File: src/rtl/if_id_skid_reg_if.sv
// Fetch-to-decode handshake bundle for the IF/ID skid register.
// The slave modport is the register's view; master is the fetch/decode side driving it.
interface if_id_skid_reg_if #(
  parameter int DATA_W = 32,
  parameter int SIDE_W = 32,
  parameter int CNT_W  = 8
);
  logic              i_flush;
  logic              i_stall;
  logic              i_valid;
  logic [DATA_W-1:0] i_data;
  logic [SIDE_W-1:0] i_side;
  logic              o_ready;
  logic              o_valid;
  logic [DATA_W-1:0] o_data;
  logic [SIDE_W-1:0] o_side;
  logic              i_ready;
  logic [1:0]        o_level;
  logic [CNT_W-1:0]  o_flush_cnt;

  modport slave (
    input  i_flush, i_stall, i_valid, i_data, i_side, i_ready,
    output o_ready, o_valid, o_data, o_side, o_level, o_flush_cnt
  );

  modport master (
    output i_flush, i_stall, i_valid, i_data, i_side, i_ready,
    input  o_ready, o_valid, o_data, o_side, o_level, o_flush_cnt
  );
endinterface

File: src/rtl/if_id_skid_reg.sv
// Elastic IF/ID register: main entry drives decode, skid entry absorbs the word
// already in flight when decode stalls, so o_ready comes straight from a flop.
module if_id_skid_reg #(
  parameter int          DATA_W    = 32,
  parameter int          SIDE_W    = 32,
  parameter logic [DATA_W-1:0] NOP_VALUE = 32'h0000_0013,
  parameter int          CNT_W     = 8
) (
  input  logic           i_clk,
  input  logic           i_reset,
  if_id_skid_reg_if.slave bus
);
  logic              r_mv, r_sv;
  logic [DATA_W-1:0] r_md, r_sd;
  logic [SIDE_W-1:0] r_ms, r_ss;
  logic [CNT_W-1:0]  r_cnt;

  logic              w_rdy;
  logic              w_in_fire;
  logic [CNT_W:0]    w_cnt_sum;

  assign w_rdy     = bus.i_ready & ~bus.i_stall;
  assign w_in_fire = bus.i_valid & bus.o_ready & ~bus.i_flush;
  assign w_cnt_sum = {1'b0, r_cnt} + (CNT_W+1)'(r_mv) + (CNT_W+1)'(r_sv);

  assign bus.o_ready     = ~r_sv & ~i_reset;
  assign bus.o_valid     = r_mv & ~bus.i_flush;
  assign bus.o_data      = bus.o_valid ? r_md : NOP_VALUE;
  assign bus.o_side      = r_ms;
  assign bus.o_level     = {1'b0, r_mv} + {1'b0, r_sv};
  assign bus.o_flush_cnt = r_cnt;

  always_ff @(posedge i_clk or posedge i_reset) begin
    if (i_reset) begin
      r_mv  <= 1'b0;
      r_sv  <= 1'b0;
      r_md  <= NOP_VALUE;
      r_sd  <= NOP_VALUE;
      r_ms  <= '0;
      r_ss  <= '0;
      r_cnt <= '0;
    end else if (bus.i_flush) begin
      // Only entries actually held count as discarded; the carry bit saturates.
      r_mv  <= 1'b0;
      r_sv  <= 1'b0;
      r_cnt <= w_cnt_sum[CNT_W] ? {CNT_W{1'b1}} : w_cnt_sum[CNT_W-1:0];
    end else if (r_sv) begin
      if (w_rdy) begin
        r_mv <= 1'b1;
        r_md <= r_sd;
        r_ms <= r_ss;
        r_sv <= 1'b0;
      end
    end else if (~r_mv | w_rdy) begin
      r_mv <= w_in_fire;
      if (w_in_fire) begin
        r_md <= bus.i_data;
        r_ms <= bus.i_side;
      end
    end else if (w_in_fire) begin
      r_sv <= 1'b1;
      r_sd <= bus.i_data;
      r_ss <= bus.i_side;
    end
  end
endmodule
File: src/flat_wrapper.sv
// flat-port wrapper written by rule: the top's interface ports become plain ports
module if_id_skid_reg_flat 
#(
  parameter int          DATA_W    = 32,
  parameter int          SIDE_W    = 32,
  parameter logic [DATA_W-1:0] NOP_VALUE = 32'h0000_0013,
  parameter int          CNT_W     = 8
)
  (i_clk, i_reset, bus_i_flush, bus_i_stall, bus_i_valid, bus_i_data, bus_i_side, bus_i_ready, bus_o_ready, bus_o_valid, bus_o_data, bus_o_side, bus_o_level, bus_o_flush_cnt);
  if_id_skid_reg_if #(.DATA_W(DATA_W), .SIDE_W(SIDE_W), .CNT_W(CNT_W)) bus_i ();
  input  logic i_clk;
  input  logic i_reset;
  input wire logic [$bits(bus_i.i_flush)-1:0] bus_i_flush;
  input wire logic [$bits(bus_i.i_stall)-1:0] bus_i_stall;
  input wire logic [$bits(bus_i.i_valid)-1:0] bus_i_valid;
  input wire logic [$bits(bus_i.i_data)-1:0] bus_i_data;
  input wire logic [$bits(bus_i.i_side)-1:0] bus_i_side;
  input wire logic [$bits(bus_i.i_ready)-1:0] bus_i_ready;
  output wire logic [$bits(bus_i.o_ready)-1:0] bus_o_ready;
  output wire logic [$bits(bus_i.o_valid)-1:0] bus_o_valid;
  output wire logic [$bits(bus_i.o_data)-1:0] bus_o_data;
  output wire logic [$bits(bus_i.o_side)-1:0] bus_o_side;
  output wire logic [$bits(bus_i.o_level)-1:0] bus_o_level;
  output wire logic [$bits(bus_i.o_flush_cnt)-1:0] bus_o_flush_cnt;
  assign bus_i.i_flush = bus_i_flush;
  assign bus_i.i_stall = bus_i_stall;
  assign bus_i.i_valid = bus_i_valid;
  assign bus_i.i_data = bus_i_data;
  assign bus_i.i_side = bus_i_side;
  assign bus_i.i_ready = bus_i_ready;
  assign bus_o_ready = bus_i.o_ready;
  assign bus_o_valid = bus_i.o_valid;
  assign bus_o_data = bus_i.o_data;
  assign bus_o_side = bus_i.o_side;
  assign bus_o_level = bus_i.o_level;
  assign bus_o_flush_cnt = bus_i.o_flush_cnt;
  if_id_skid_reg #(.DATA_W(DATA_W), .SIDE_W(SIDE_W), .NOP_VALUE(NOP_VALUE), .CNT_W(CNT_W)) u_core (.i_clk(i_clk), .i_reset(i_reset), .bus(bus_i));
endmodule
File: config.mk
export PLATFORM = sky130hd
export DESIGN_NAME = if_id_skid_reg_flat
export DESIGN_NICKNAME = d
export VERILOG_FILES = /design/src/rtl/if_id_skid_reg_if.sv /design/src/rtl/if_id_skid_reg.sv /design/src/flat_wrapper.sv
export SDC_FILE = /design/constraint.sdc
export NUM_CORES = 1
export LEC_CHECK = 0
export CORE_AREA = 8 8 154 156
export CTS_CLUSTER_SIZE = 14
export DETAILED_ROUTE_END_ITERATION = 16
export DIE_AREA = 0 0 162 164
export PLACE_DENSITY = 0.55
export REMOVE_ABC_BUFFERS = 1
export SLEW_MARGIN = 20
export SYNTH_ARGS = -nofsm -noshare
export SYNTH_HDL_FRONTEND = slang
export SYNTH_SLANG_ARGS = --single-unit
File: constraint.sdc
create_clock -name i_clk -period 6.9 [get_ports i_clk]
set_input_delay 1.035 -clock i_clk [delete_from_list [all_inputs] [get_ports i_clk]]
set_output_delay 1.035 -clock i_clk [all_outputs]
set_load 0.005 [all_outputs]
==> results.ini <==
[sta]
fin_skew_ps = 8.51
fin_crit_sh = 0.603
setup_viol = 0
setup_tns_ps = 0
whs_ps = 478
drv_slew = 0
hold_violations = 0
rsz0062_at_grt = no
period_needed_ps = 4160
tightest_slew_ps = 1040
max_freq_mhz = 240
layout_setup_ws_ps = 2740
max_slew_margin = 0.310

[pwr]
power_density_nw_per_um2 = 284
irDropWorstVdd_mv = 0.147
totalPowerFinal_mw = 2.44
p_leak_nw = 3.72

[placement]
dp_cells = 833
port_buffers = 145
hpwl_mm = 9.42
gp_congestion = 0.716
post-place-ws_ps = 2710

[layout]
final_common_cell = clkdlybuf4s50_1
fin_nets = 645
antennaDiodeCount = 0
area_delta_synth_final_pct = 37.3
final_layout_size_suffix_gt1_frac = 0.185
layout_common_cells = clkdlybuf4s50_1 (145), mux2_1 (131), dfrtp_1 (131), mux2_2 (62), and2_1 (29)
instances_no_fill = 865

[clock_network]
postCtsHoldBufs = 0
cts_buffers = 17
cts-root-buf = clkbuf_16
cts_resized = 0
clock_sinks = 138
clk_latency_ps = 400
cts_tree = yes
post-cts-setup-buffers = 0
ctsLongestPathBuffers = 2
clkTransAtPathRegs_ps = 60
htreeDepth = 4

[floorplan]
dieArea_um2 = 26600
core_area_um2 = 21400
dieWidth_um = 162
io_pins = 146
start_util = 0.294
die_height_um = 164
std_cell_rows = 54

[outcome]
status = finished clean

[global_route]
grt_pass1_vias = 4377
antenna_found_initial = 0
grt_pass1_wl_mm = 23.8
gr-total-overflow = 0
grt_max_degree = 76
grt_usage = 0.113

[synthesis]
syn-cell-area_um2 = 6270
synth_ff_type = dfrtp_1
ys_ff_latch = 138
ys_types = 32
syn_inst = 431
synth_edf_count = 0
synth-seq-area-share = 0.552
yosys_warnings = 0
async_reset_ff_frac = 1.00
syn_area_per_cell_um2 = 14.5

[routing]
wl_per_cell_um = 16.7
postRouteAntennaNets = 0
via_per_inst = 4.51
drc = 0
num_vias = 3902
drt-initial-drc-count = 77
routed_wl_mm = 14.5
firstDrtPassIters = 3

[critical_path]
worstSetupEndpointType = output pin
start_kind = input port
setup.worst_path.class = in -> out
crit_fanout = 35
cp.arrival_ps = 3130
cp.required_ps = 5860

[worst_hold_path]
hold_class = reg -> reg

[run]
drv_cap = 0

[synth_stat cells, drive strengths merged (2+ instances only)]
master,count,share of area
clkbuf,12,0.0072
nand2,6,0.0036
and2,29,0.029
nand2b,5,0.0050
nand3,2,0.0016
a21oi,4,0.0032
nor2,3,0.0018
dfrtp,132,0.53
mux2i,3,0.0048
nand4,4,0.0050
buf,14,0.016
mux2,193,0.35
o21ai,2,0.0016
ha,2,0.0040
inv,3,0.0018
dfstp,6,0.025
and3,2,0.0020
[layer usage]
layer	GRT usage	wire length (µm)	vias up
li1	-	-	1813
met1	0.137	6500	1993
met2	0.189	7090	87
met3	0.0346	758	9
met4	0.0387	134	0
met5	0	0	-
[final timing paths]
path / cells past startpoint / endpoint / start / slack [ps]
worst max-delay path: 4 / bus_o_data[2] / bus_i_flush / 2740
worst min-delay path: 1 / u_core.r_md[16] / u_core.r_md[16] / 480
worst max register to register: 4 / u_core.r_md[3] / u_core.r_sv / 3760
worst min register to register: 1 / u_core.r_md[16] / u_core.r_md[16] / 480
max in group asynchronous: 3 / u_core.r_sd[5] / i_reset / 4330
min in group asynchronous: 2 / u_core.r_mv / i_reset / 1160
[worst max-delay path, cell delays in order]
cell             delay, ps
clkdlybuf4s50_1        630
nor2b_4                680
and2_1                 230
clkdlybuf4s50_1        520
[final cells by class]
cell class | instances | area (µm²)
tap | 280 | 350
fill | 2068 | 12700
inverter | 3 | 16.3
timing repair buffer | 148 | 1470
multi-input combinational | 264 | 2680
clock inverter | 12 | 160
clock buffer | 20 | 467
sequential | 138 | 3460
[power breakdown]
group	total, mW	internal [mW]	switching, mW
clock	0.963	0.602	0.361
sequential	1.09	0.994	0.0949
combinational	0.389	0.263	0.126
[kinds of logic (layout without fill, tap and decap cells)]
family | count (synthesis) | count (layout) | synth area share
multiplexers | 196 | 196 | 0.351
buffers and inverters | 29 | 183 | 0.0253
AO/OA/AOI/OAI | 9 | 9 | 0.00958
adder cells (fa/ha/maj) | 3 | 3 | 0.00719
flip-flops | 138 | 138 | 0.552
XOR/XNOR | 1 | 1 | 0.00140
AND/OR/NAND/NOR | 55 | 55 | 0.0529
[state kept, by name, summed over array words and instances, names as in the netlist]
name	cells
u_core.bus.o_side	32
u_core.bus.o_flush_cnt	8
u_core.r_ss	32
u_core.r_sd	32
u_core.r_sv	1
u_core.r_mv	1
u_core.r_md	32
[metrics by stage]
step | utilization | cell area [µm²]
floorplan | - | 6120
global placement | 0.374 | 7980
detailed placement | 0.374 | 7980
CTS | 0.403 | 8610
global route | 0.403 | 8610
finish | 0.403 | 8610
No activity file was read; power rests on OpenSTA's default activity.
